**config.mk**
```make
export PLATFORM = sky130hd
export DESIGN_NAME = uut_run_sequencer
export DESIGN_NICKNAME = d
export VERILOG_FILES = /design/src/rtl/autotest_pkg.sv /design/src/rtl/uut_run_sequencer_sync_2ff.sv /design/src/rtl/uut_run_sequencer.sv
export SDC_FILE = /design/constraint.sdc
export NUM_CORES = 1
export LEC_CHECK = 0
export BUFFER_PORTS_ARGS = -buffer_cell sky130_fd_sc_hd__buf_4
export CAP_MARGIN = 5
export CORE_MARGIN = 1.5
export CORE_UTILIZATION = 65
export CTS_CLUSTER_DIAMETER = 40
export DETAILED_ROUTE_END_ITERATION = 6
export PLACE_DENSITY = 0.87
export SLEW_MARGIN = 15
export SYNTH_ARGS = -nofsm -noshare
export SYNTH_HDL_FRONTEND = slang
export SYNTH_SLANG_ARGS = --single-unit
```
**constraint.sdc**
```tcl
create_clock -name clk -period 7.87 [get_ports clk]
set_clock_uncertainty 0.15 [all_clocks]
set_input_delay 2.361 -clock clk [delete_from_list [all_inputs] [get_ports clk]]
set_output_delay 2.361 -clock clk [all_outputs]
set_load 0.01 [all_outputs]
```
**src/rtl/autotest_pkg.sv**
```systemverilog
// Shared types and constants for the autotest run sequencer.
package autotest_pkg;

    // Run sequencer states, in the order a normal run visits them.
    typedef enum logic [2:0] {
        IDLE      = 3'd0,
        SET_CLK   = 3'd1,
        RST_UUT   = 3'd2,
        WAIT_IDLE = 3'd3,
        START     = 3'd4,
        RUN       = 3'd5,
        DONE      = 3'd6
    } seq_state_t;

    // Result codes reported on run_status.
    localparam logic [1:0] ST_OK      = 2'b00;
    localparam logic [1:0] ST_ERR     = 2'b01;
    localparam logic [1:0] ST_TIMEOUT = 2'b10;
    localparam logic [1:0] ST_ABORT   = 2'b11;

    // UUT clock select used out of reset (fastest clock).
    localparam logic [1:0] CLK_SEL_MAX = 2'b10;

endpackage

```
**src/rtl/uut_run_sequencer_sync_2ff.sv**
```systemverilog
// Single-bit two-flop synchronizer bringing a UUT-domain flag into clk.
module sync_2ff (
    input  logic clk,
    input  logic rst,
    input  logic i_d,
    output logic o_q
);

    logic r_meta;
    logic r_sync;

    // Two back-to-back captures; only r_sync is used downstream.
    always_ff @(posedge clk or negedge rst) begin
        if (!rst) begin
            r_meta <= 1'b0;
            r_sync <= 1'b0;
        end else begin
            r_meta <= i_d;
            r_sync <= r_meta;
        end
    end

    assign o_q = r_sync;

endmodule

```
**src/rtl/uut_run_sequencer.sv**
```systemverilog
// Sequences one measured UUT run: clock select, settle, reset pulse,
// start handshake and cycle counting until end, error, timeout or abort.
module uut_run_sequencer
    import autotest_pkg::*;
#(
    parameter int RST_CYCLES    = 16,
    parameter int SETTLE_CYCLES = 8,
    parameter int CNT_W         = 32
) (
    input  logic             clk,
    input  logic             rst,
    input  logic             run_req,
    input  logic             abort,
    input  logic [1:0]       clk_sel_req,
    input  logic [CNT_W-1:0] timeout_limit,
    output logic             run_busy,
    output logic             run_done,
    output logic [1:0]       run_status,
    output logic [CNT_W-1:0] cycle_count,
    output logic             rst_uut,
    output logic             start_uut,
    output logic             ctrl_mux_uut,
    output logic [1:0]       clk_uut_sel,
    input  logic             end_uut,
    input  logic             err_uut,
    input  logic             busy_uut
);

    localparam logic [CNT_W-1:0] CNT_ZERO    = {CNT_W{1'b0}};
    localparam logic [CNT_W-1:0] CNT_ONE     = {{(CNT_W-1){1'b0}}, 1'b1};
    localparam logic [CNT_W-1:0] CNT_MAX     = {CNT_W{1'b1}};
    localparam logic [CNT_W-1:0] SETTLE_LAST = CNT_W'(SETTLE_CYCLES - 1);
    localparam logic [CNT_W-1:0] RST_LAST    = CNT_W'(RST_CYCLES - 1);

    seq_state_t       r_state;
    logic [CNT_W-1:0] r_phase;
    logic [CNT_W-1:0] r_limit;
    logic [CNT_W-1:0] r_count;
    logic [1:0]       r_status;
    logic [1:0]       r_clk_sel;
    logic             r_busy;
    logic             r_done;
    logic             r_rst_uut;
    logic             r_start;
    logic             r_mux;

    logic             w_end_s;
    logic             w_err_s;
    logic             w_busy_s;
    logic             w_run_to;
    logic             w_wait_to;
    logic             w_term;
    logic [1:0]       w_term_status;

    sync_2ff u_sync_end  (.clk(clk), .rst(rst), .i_d(end_uut),  .o_q(w_end_s));
    sync_2ff u_sync_err  (.clk(clk), .rst(rst), .i_d(err_uut),  .o_q(w_err_s));
    sync_2ff u_sync_busy (.clk(clk), .rst(rst), .i_d(busy_uut), .o_q(w_busy_s));

    // A zero limit disables the timeout; the WAIT_IDLE phase reuses r_phase.
    assign w_run_to  = (r_limit != CNT_ZERO) && (r_count == (r_limit - CNT_ONE));
    assign w_wait_to = (r_limit != CNT_ZERO) && (r_phase == (r_limit - CNT_ONE));

    // Terminating-event decode, priority abort > error > end > timeout.
    always_comb begin
        w_term        = 1'b0;
        w_term_status = ST_OK;
        case (r_state)
            SET_CLK, RST_UUT: begin
                if (abort) begin
                    w_term = 1'b1; w_term_status = ST_ABORT;
                end else begin
                    w_term = 1'b0; w_term_status = ST_OK;
                end
            end
            WAIT_IDLE: begin
                if (abort) begin
                    w_term = 1'b1; w_term_status = ST_ABORT;
                end else if (w_busy_s && w_wait_to) begin
                    w_term = 1'b1; w_term_status = ST_TIMEOUT;
                end else begin
                    w_term = 1'b0; w_term_status = ST_OK;
                end
            end
            START: begin
                if (abort) begin
                    w_term = 1'b1; w_term_status = ST_ABORT;
                end else if (w_err_s) begin
                    w_term = 1'b1; w_term_status = ST_ERR;
                end else if (!(w_busy_s || w_end_s) && w_run_to) begin
                    // UUT never acknowledged the start within the limit
                    w_term = 1'b1; w_term_status = ST_TIMEOUT;
                end else begin
                    w_term = 1'b0; w_term_status = ST_OK;
                end
            end
            RUN: begin
                if (abort) begin
                    w_term = 1'b1; w_term_status = ST_ABORT;
                end else if (w_err_s) begin
                    w_term = 1'b1; w_term_status = ST_ERR;
                end else if (w_end_s) begin
                    w_term = 1'b1; w_term_status = ST_OK;
                end else if (w_run_to) begin
                    w_term = 1'b1; w_term_status = ST_TIMEOUT;
                end else begin
                    w_term = 1'b0; w_term_status = ST_OK;
                end
            end
            default: begin
                w_term = 1'b0; w_term_status = ST_OK;
            end
        endcase
    end

    // Sequencer FSM with phase/cycle counters and registered UUT controls.
    always_ff @(posedge clk or negedge rst) begin
        if (!rst) begin
            r_state   <= IDLE;
            r_phase   <= CNT_ZERO;
            r_limit   <= CNT_ZERO;
            r_count   <= CNT_ZERO;
            r_status  <= ST_OK;
            r_clk_sel <= CLK_SEL_MAX;
            r_busy    <= 1'b0;
            r_done    <= 1'b0;
            r_rst_uut <= 1'b1;
            r_start   <= 1'b0;
            r_mux     <= 1'b0;
        end else begin
            r_done <= 1'b0;
            if (w_term) begin
                r_state   <= DONE;
                r_status  <= w_term_status;
                r_done    <= 1'b1;
                r_rst_uut <= 1'b1;
                r_start   <= 1'b0;
                r_mux     <= 1'b0;
            end else begin
                case (r_state)
                    IDLE: begin
                        r_busy    <= 1'b0;
                        r_rst_uut <= 1'b1;
                        r_start   <= 1'b0;
                        r_mux     <= 1'b0;
                        if (run_req && !abort) begin
                            r_limit   <= timeout_limit;
                            r_clk_sel <= clk_sel_req;
                            r_count   <= CNT_ZERO;
                            r_status  <= ST_OK;
                            r_phase   <= CNT_ZERO;
                            r_busy    <= 1'b1;
                            r_state   <= SET_CLK;
                        end else begin
                            r_state <= IDLE;
                        end
                    end
                    SET_CLK: begin
                        if (r_phase == SETTLE_LAST) begin
                            r_phase <= CNT_ZERO;
                            r_state <= RST_UUT;
                        end else begin
                            r_phase <= r_phase + CNT_ONE;
                        end
                    end
                    RST_UUT: begin
                        if (r_phase == RST_LAST) begin
                            r_phase   <= CNT_ZERO;
                            r_rst_uut <= 1'b0;
                            r_mux     <= 1'b1;
                            r_state   <= WAIT_IDLE;
                        end else begin
                            r_phase <= r_phase + CNT_ONE;
                        end
                    end
                    WAIT_IDLE: begin
                        if (!w_busy_s) begin
                            r_start <= 1'b1;
                            r_state <= START;
                        end else if (r_phase != CNT_MAX) begin
                            r_phase <= r_phase + CNT_ONE;
                        end else begin
                            r_phase <= r_phase;
                        end
                    end
                    START, RUN: begin
                        if (r_count != CNT_MAX) begin
                            r_count <= r_count + CNT_ONE;
                        end else begin
                            r_count <= r_count;
                        end
                        if ((r_state == START) && (w_busy_s || w_end_s)) begin
                            r_start <= 1'b0;
                            r_state <= RUN;
                        end else begin
                            r_state <= r_state;
                        end
                    end
                    DONE: begin
                        r_busy  <= 1'b0;
                        r_state <= IDLE;
                    end
                    default: begin
                        r_busy    <= 1'b0;
                        r_rst_uut <= 1'b1;
                        r_start   <= 1'b0;
                        r_mux     <= 1'b0;
                        r_state   <= IDLE;
                    end
                endcase
            end
        end
    end

    assign run_busy     = r_busy;
    assign run_done     = r_done;
    assign run_status   = r_status;
    assign cycle_count  = r_count;
    assign rst_uut      = r_rst_uut;
    assign start_uut    = r_start;
    assign ctrl_mux_uut = r_mux;
    assign clk_uut_sel  = r_clk_sel;

endmodule

```
==> results of run 1 <==
## metal layers
| metal | up-vias | share of wire (%) | global-route usage [%] |
|---|---|---|---|
| li1 | 3593 | - | - |
| met4 | 0 | 3.4 | 15.12 |
| met2 | 508 | 46 | 59.92 |
| met1 | 3808 | 41 | 50.45 |
| met5 | - | 0 | 0 |
| met3 | 93 | 9.9 | 8.666 |
## power by group through the flow
| stage | registers (µW) | clock network, µW | logic [µW] |
|---|---|---|---|
| after CTS | 1060 | 826 | 1290 |
| final | 1070 | 822 | 1320 |
| after global placement | 1060 | 0 | 1250 |
| after floorplan | 856 | 0 | 1110 |
| after detailed placement | 1060 | 0 | 1260 |
| after global routing | 1090 | 851 | 1440 |
## how the worst max path moves through the flow
stage	to	from	slack (ns)	depth (start not counted)
after floorplan	cycle_count[23]	abort	3.51	7
after global placement	r_limit[0]	r_limit[0]	2.86	12
after detailed placement	r_phase[17]	r_limit[0]	2.74	12
after CTS	r_limit[17]	r_limit[0]	2.64	12
after global routing	r_phase[26]	r_limit[0]	2.17	12
final	r_phase[26]	r_limit[0]	2.41	12
## kinds of logic after synthesis
group / Yosys count / share of synthesized area [%]
AOI/OAI and AO/OA: 218 / 18.40
xor gates and xnor gates: 70 / 8.704
buffers and inverters: 99 / 5.222
adders and majority gates: 9 / 1.321
and+or+nand+nor: 395 / 26.17
DFF: 114 / 34.24
muxes: 45 / 5.942
## final cells by class
class / count / area, µm² / area share [%]
clock buffer: 21 / 470.5 / 4.952
clock inverter: 11 / 157.7 / 1.659
inverter: 30 / 112.6 / 1.185
timing repair buffer: 85 / 638.1 / 6.717
multi-input combinational: 737 / 5051 / 53.17
sequential: 114 / 2855 / 30.05
tap: 172 / 215.2 / 2.265
## per-stage QoR
step	setup WS (ns)	util (%)	cells	hold WS (ns)	power, µW
finish	2.413	75.59	1170	0.1980	3218
global route	2.170	75.59	1170	0.2018	3378
CTS	2.641	75.59	1170	0.1997	3174
detailed placement	2.739	70.59	1138	0.1904	2322
global placement	2.861	70.59	1138	0.1820	2304
floorplan	3.512	-	950	0.1812	1962
## state kept, by name (all words and copies together) (netlist names)
name / cells
r_limit: 32
u_sync_end.r_meta: 1
clk_uut_sel: 2
ctrl_mux_uut: 1
run_done: 1
u_sync_busy.r_meta: 1
run_status: 2
r_phase: 32
run_busy: 1
u_sync_err.o_q: 1
u_sync_err.r_meta: 1
r_state: 3
rst_uut: 1
u_sync_end.o_q: 1
u_sync_busy.o_q: 1
cycle_count: 32
start_uut: 1
## placed cells by master, fill, tap and decap left out, drive strengths merged, types with 7 or more instances in the layout
master   count
o31ai       19
clkinv       8
nand4       24
and4        10
nor2b       10
a31o        11
nand2b      21
or3          8
nor3        23
clkbuf      21
nand3b       8
nor4        28
or4         12
mux2i        9
mux2        36
o2111ai      8
a21oi       35
ha           8
a21o         7
nand2       82
xor2        16
inv         28
nand3       41
and3        23
a2111oi     11
dfrtp      112
a31oi       13
buf         85
nor2        72
o21ai       59
xnor2       46
and2        11
==> metrics, run 1 <==
status=completed; Core Footprint=12570 µm²; Ports=82; Avg WL per Cell=21.07 µm; Final Setup Violations=0; clock power share=roughly a quarter; IO Port Bufs=just over 80; Peak VDD IR=0.0002411 V; P_leak=a little under 0.004 µW; die height=116.3 µm; FF-to-FF path depth=12; Initial Utilization=around two thirds; clk sinks=roughly 110; combinational share of power=41.1%; final instance area=9500 µm²; ranking of synthesized cells by area=dfrtp_1 34%, xnor2_1 4.8%, mux2_1 4.1%; sequential area share after synthesis=34.24%; Fin Setup TNS=0 ns; most frequent cell after synthesis=dfrtp_1; vias in the first global route=7486; final worst-path cycle share=69.34%; Hold Path Depth=0; DRC viols=0; CTS tree=built; drt total wl=roughly 25 mm; Die ar.=approximately 14000 µm²; sequential power share=33.4%; Worst Path Required=7.98 ns; Min-Delay Path Class=flip-flop to flip-flop; Area after DPL=8872 µm²; Syn Inst Count=950; n_diodes=0; synthesized area per cell=8.777 µm²; # fillers=just under 900; Final Hold Viols=0; initial antenna violation count=0; crit path time final=5.457 ns; clock root buffer=clkbuf_16; FP Rows=41; CTS buffer count=17; number of gates resized after CTS=0; post-synthesis register bit count=114; f_max=0.1833 GHz; RSZ-0062 raised after global routing=no; GPL Wtd Cong=between 0.9 and 1; min-delay src=u_sync_busy.r_meta; hold_buf cts=0; Post-Syn Area=8338 µm²; clock buffer depth=2; worst skew pair latency=~0.42 ns; largest net degree at the start of global routing=63; reg2reg end=r_phase[26]; Slew @ Worst Pin=1.208 ns; post-DP HPWL=17.19 mm; # Post-CTS Setup Buffers=0; total track usage=between 30 and 40%; area leader, netlist=dfrtp_1; layout cells sized above 1=~16%; Crit Path Class=flip-flop to flip-flop; Worst EP arrival=5.57 ns; Clk pin slew, worst setup/hold paths=~0.060 ns; Ys Warns=0; Synth top area share=between 30 and 40%; DR vias/cell=between 6 and 7; hold worst-path end=u_sync_busy.o_q; global-route wire length before repair=39.21 mm; total gr overflow=0; Async SR Flop Fraction=100.0%; Net Sw Frac=between 40% and 50%; area grow syn2layout=13.94%; Largest delay share family, worst path=simple AND/OR/NAND/NOR gates; Syn Nets=between 900 and 1000; NumNets Final=1034; critical path's largest stage delay=0.83 ns; Yosys cell types=between 80 and 90; TritonRoute pass-1 iters=6; dominant synthesized flop cell=dfrtp_1; commonest cells in the netlist=112 x dfrtp_1, 81 x nand2_1, 72 x nor2_1; CP Cell Sequence=inv_1 -> ha_1 -> nor3b_1 -> nand3_1 -> or3_1 -> and2_1 -> a2111oi_0 -> nand4_1 -> o31ai_1 -> a21o_4 -> or2_2 -> o21ai_0; CP max FO=36; CP endpoint kind=flip-flop; Crit path buffers/inverters=1; Max Cap Viol=0; P_sw=about 1400 µW; Internal=1852 µW; r2r setup slk=2.41 ns; Final Slew Violations=0; slowest CP cell=a2111oi_0; crit start category=flip-flop; Critical R2R Launch=r_limit[0]; Vias=8002; Post-DRT Antenna Nets=0; die width=116.3 µm; EDFF count, synth=0; Relative slew margins=18.72%; H-tree Lvls=4; PD cells=338.7 nW/µm²; initial DRC count=1075
No activity file was read; power rests on OpenSTA's default activity.
==> run 2: changes to the inputs <==
--- a/config.mk
+++ b/config.mk
@@ -5,13 +5,14 @@
 export SDC_FILE = /design/constraint.sdc
 export NUM_CORES = 1
 export LEC_CHECK = 0
+export ABC_AREA = 1
 export BUFFER_PORTS_ARGS = -buffer_cell sky130_fd_sc_hd__buf_4
 export CAP_MARGIN = 5
 export CORE_MARGIN = 1.5
-export CORE_UTILIZATION = 65
+export CORE_UTILIZATION = 55
 export CTS_CLUSTER_DIAMETER = 40
 export DETAILED_ROUTE_END_ITERATION = 6
-export PLACE_DENSITY = 0.87
+export PLACE_DENSITY = 0.78
 export SLEW_MARGIN = 15
 export SYNTH_ARGS = -nofsm -noshare
 export SYNTH_HDL_FRONTEND = slang
==> constraint.sdc (replaced) <==
create_clock -name clk -period 4.4 [get_ports clk]
set_clock_uncertainty 0.15 [all_clocks]
set_input_delay 1.32 -clock clk [delete_from_list [all_inputs] [get_ports clk]]
set_output_delay 1.32 -clock clk [all_outputs]
set_load 0.01 [all_outputs]
==> metrics, run 2 <==
status=finished with violations (was completed); violated checks=design-rule violations; Ys Warns=0 (unchanged); Final Slew Violations=0 (unchanged); Vias=10160 (was 8002); Synth top area share=31.09% (was 33.61%); initial DRC count=1117 (was 1075); dominant synthesized flop cell=dfrtp_1 (unchanged); worst skew pair latency=0.44 ns (was 0.42 ns); die height=131.0 µm (was 116.3 µm); Slew @ Worst Pin=0.6803 ns (was 1.208 ns); highest-count cells in the layout ignoring fill and taps=449 x nand2_1, 221 x nor2_1, 137 x inv_1 (was 112 x dfrtp_1, 85 x buf_4, 81 x nand2_1); final instance area=10450 µm² (was 9500 µm²); CP endpoint kind=flip-flop (unchanged); most common cell after layout, fill and taps aside=nand2_1 (was dfrtp_1); final worst-path cycle share=89.92% (was 69.34%); drt total wl=32.43 mm (was 24.66 mm); FP Rows=46 (was 41); hold_buf cts=0 (unchanged); crit path time final=3.957 ns (was 5.457 ns); # fillers=1511 (was 888); NumNets Final=1561 (was 1034); PD cells=485.6 nW/µm² (was 338.7 nW/µm²); commonest cells in the netlist=449 x nand2_1, 221 x nor2_1, 137 x inv_1 (was 112 x dfrtp_1, 81 x nand2_1, 72 x nor2_1); Area after DPL=9861 µm² (was 8872 µm²); number of gates resized after CTS=0 (unchanged); most frequent cell after synthesis=nand2_1 (was dfrtp_1); EDFF count, synth=0 (unchanged); TritonRoute pass-1 iters=7 (was 6); DR vias/cell=5.834 (was 6.839); Min-Delay Path Class=flip-flop to flip-flop (unchanged); Initial Utilization=56.55% (was 66.34%); f_max=0.2527 GHz (was 0.1833 GHz); post-DP HPWL=25.27 mm (was 17.19 mm); CTS buffer count=17 (unchanged); Syn Nets=1478 (was 999); H-tree Lvls=4 (unchanged); FF/Latch Area=2855 µm² (unchanged); global-route wire length before repair=50.07 mm (was 39.21 mm); Final Setup Violations=0 (unchanged); synthesized area per cell=6.309 µm² (was 8.777 µm²); initial antenna violation count=0 (unchanged); largest net degree at the start of global routing=68 (was 63); post-synthesis register bit count=114 (unchanged); Worst EP arrival=4.16 ns (was 5.57 ns); crit start category=flip-flop (unchanged); Async SR Flop Fraction=100.0% (unchanged); clock power share=28.1% (was 25.5%); clock buffer depth=2 (unchanged); CP max FO=25 (was 36); GPL Wtd Cong=1.013 (was 0.9789); Final Hold Viols=0 (unchanged); total track usage=39.18% (was 37.80%); WHS=0.2001 ns (was 0.1980 ns); sequential area share after synthesis=31.67% (was 34.24%); Relative slew margins=54.60% (was 18.72%); Clk pin slew, worst setup/hold paths=0.07 ns (was 0.06 ns); RSZ-0062 raised after global routing=no (unchanged); die width=131.0 µm (was 116.3 µm); layout cells sized above 1=11.54% (was 15.83%); n_diodes=0 (unchanged); P_leak=0.004638 µW (was 0.003922 µW); clk sinks=114 (unchanged); vias in the first global route=9387 (was 7486); area grow syn2layout=15.91% (was 13.94%); Internal=2684 µW (was 1852 µW); sequential power share=30.2% (was 33.4%); Ports=82 (unchanged); Yosys cell types=45 (was 83); # Post-CTS Setup Buffers=0 (unchanged); Max Cap Viol=0 (unchanged); Syn Inst Count=1429 (was 950); Worst Path Required=4.60 ns (was 7.98 ns); Post-Syn Area=9015 µm² (was 8338 µm²); Core Footprint=15940 µm² (was 12570 µm²); Die ar.=17170 µm² (was 13520 µm²); clock root buffer=clkbuf_16 (unchanged); area leader, netlist=dfrtp_1 (unchanged); P_sw=2390 µW (was 1367 µW); Peak VDD IR=0.0004862 V (was 0.0002411 V); Avg WL per Cell=18.63 µm (was 21.07 µm); Post-DRT Antenna Nets=0 (unchanged); Net Sw Frac=47.11% (was 42.47%); Fin Setup TNS=0 ns (unchanged); Crit Path Class=flip-flop to flip-flop (unchanged); CTS tree=built (unchanged); total gr overflow=0 (unchanged); combinational share of power=41.8% (was 41.1%); ranking of synthesized cells by area=dfrtp_1 31%, nand2_1 19%, nor2_1 9.2% (was dfrtp_1 34%, xnor2_1 4.8%, mux2_1 4.1%); IO Port Bufs=81 (unchanged); DRC viols=1 (was 0); multi-input logic area=5383 µm² (was 5051 µm²)
[run 2: power by group through the flow]
stage          Combinational, µW  Clock (µW)  Sequential, µW
6_report                    2120        1420            1530
2_1_floorplan               1510           0            1450
5_1_grt                     2350        1480            1550
3_5_place_dp                2050           0            1530
4_1_cts                     2070        1430            1510
3_3_place_gp                2030           0            1530
[run 2: through the flow]
step                power (µW)  cells  setup slack [ns]  util (%)
detailed placement        3579   1709            0.5225     61.85
global route              5377   1741            0.1394     65.54
finish                    5074   1741            0.4434     65.54
floorplan                 2959   1429             1.555         -
global placement          3562   1709            0.6603     61.85
CTS                       5008   1741            0.4952     65.54
[run 2: worst paths after layout]
check / from / endpoint / slack, ns / cells after the start
worst max-delay path: r_limit[2] / r_limit[6] / 0.44 / 20
worst min-delay path: u_sync_busy.r_meta / u_sync_busy.o_q / 0.20 / 0
worst max register to register: r_limit[2] / r_limit[6] / 0.44 / 20
worst min register to register: u_sync_busy.r_meta / u_sync_busy.o_q / 0.20 / 0
max in group asynchronous: rst / clk_uut_sel[1] / 2.52 / 2
min in group asynchronous: rst / r_limit[20] / 0.75 / 1
[run 2: cell type report]
cell class,count,share of cell area [%]
Timing Repair Buffer,104,7.712
Clock inverter,15,1.557
Inverter,145,5.233
Clock buffer,17,4.071
Tap cell,216,2.587
Sequential cell,114,27.33
Multi-Input combinational cell,1130,51.51
[run 2: metal layers]
metal / vias to the layer above / GRT usage (%) / wire (µm)
li1: 4813 / - / -
met1: 4645 / 48.88 / 12750
met2: 585 / 62.15 / 14590
met3: 114 / 9.487 / 3420
met4: 0 / 22.17 / 1666
met5: - / 0 / 0
[run 2: kinds of logic after synthesis]
group,after synthesis,share of synthesized area (%)
buf+inv,185,8.619
fa+ha+maj,8,1.110
simple gates,922,44.08
compound gates,144,8.925
flops,114,31.67
xor+xnor,56,5.593
[run 2: worst max-delay path, cell delays in order, from the launching register on]
cell and delay (ns):
dfrtp_1 0.44, inv_1 0.15, nand2_1 0.06, nor2_1 0.20
nand3_1 0.24, o21ai_1 0.55, nand2_1 0.14, nand2_1 0.10
nand2_1 0.06, nor2_1 0.08, nand2_1 0.07, nor2_1 0.17
nand3_2 0.14, nor2_1 0.13, nor2_2 0.07, nand2_4 0.07
nand2_4 0.13, nand2_2 0.48, buf_4 0.23, nor2_1 0.04
a21oi_1 0.14
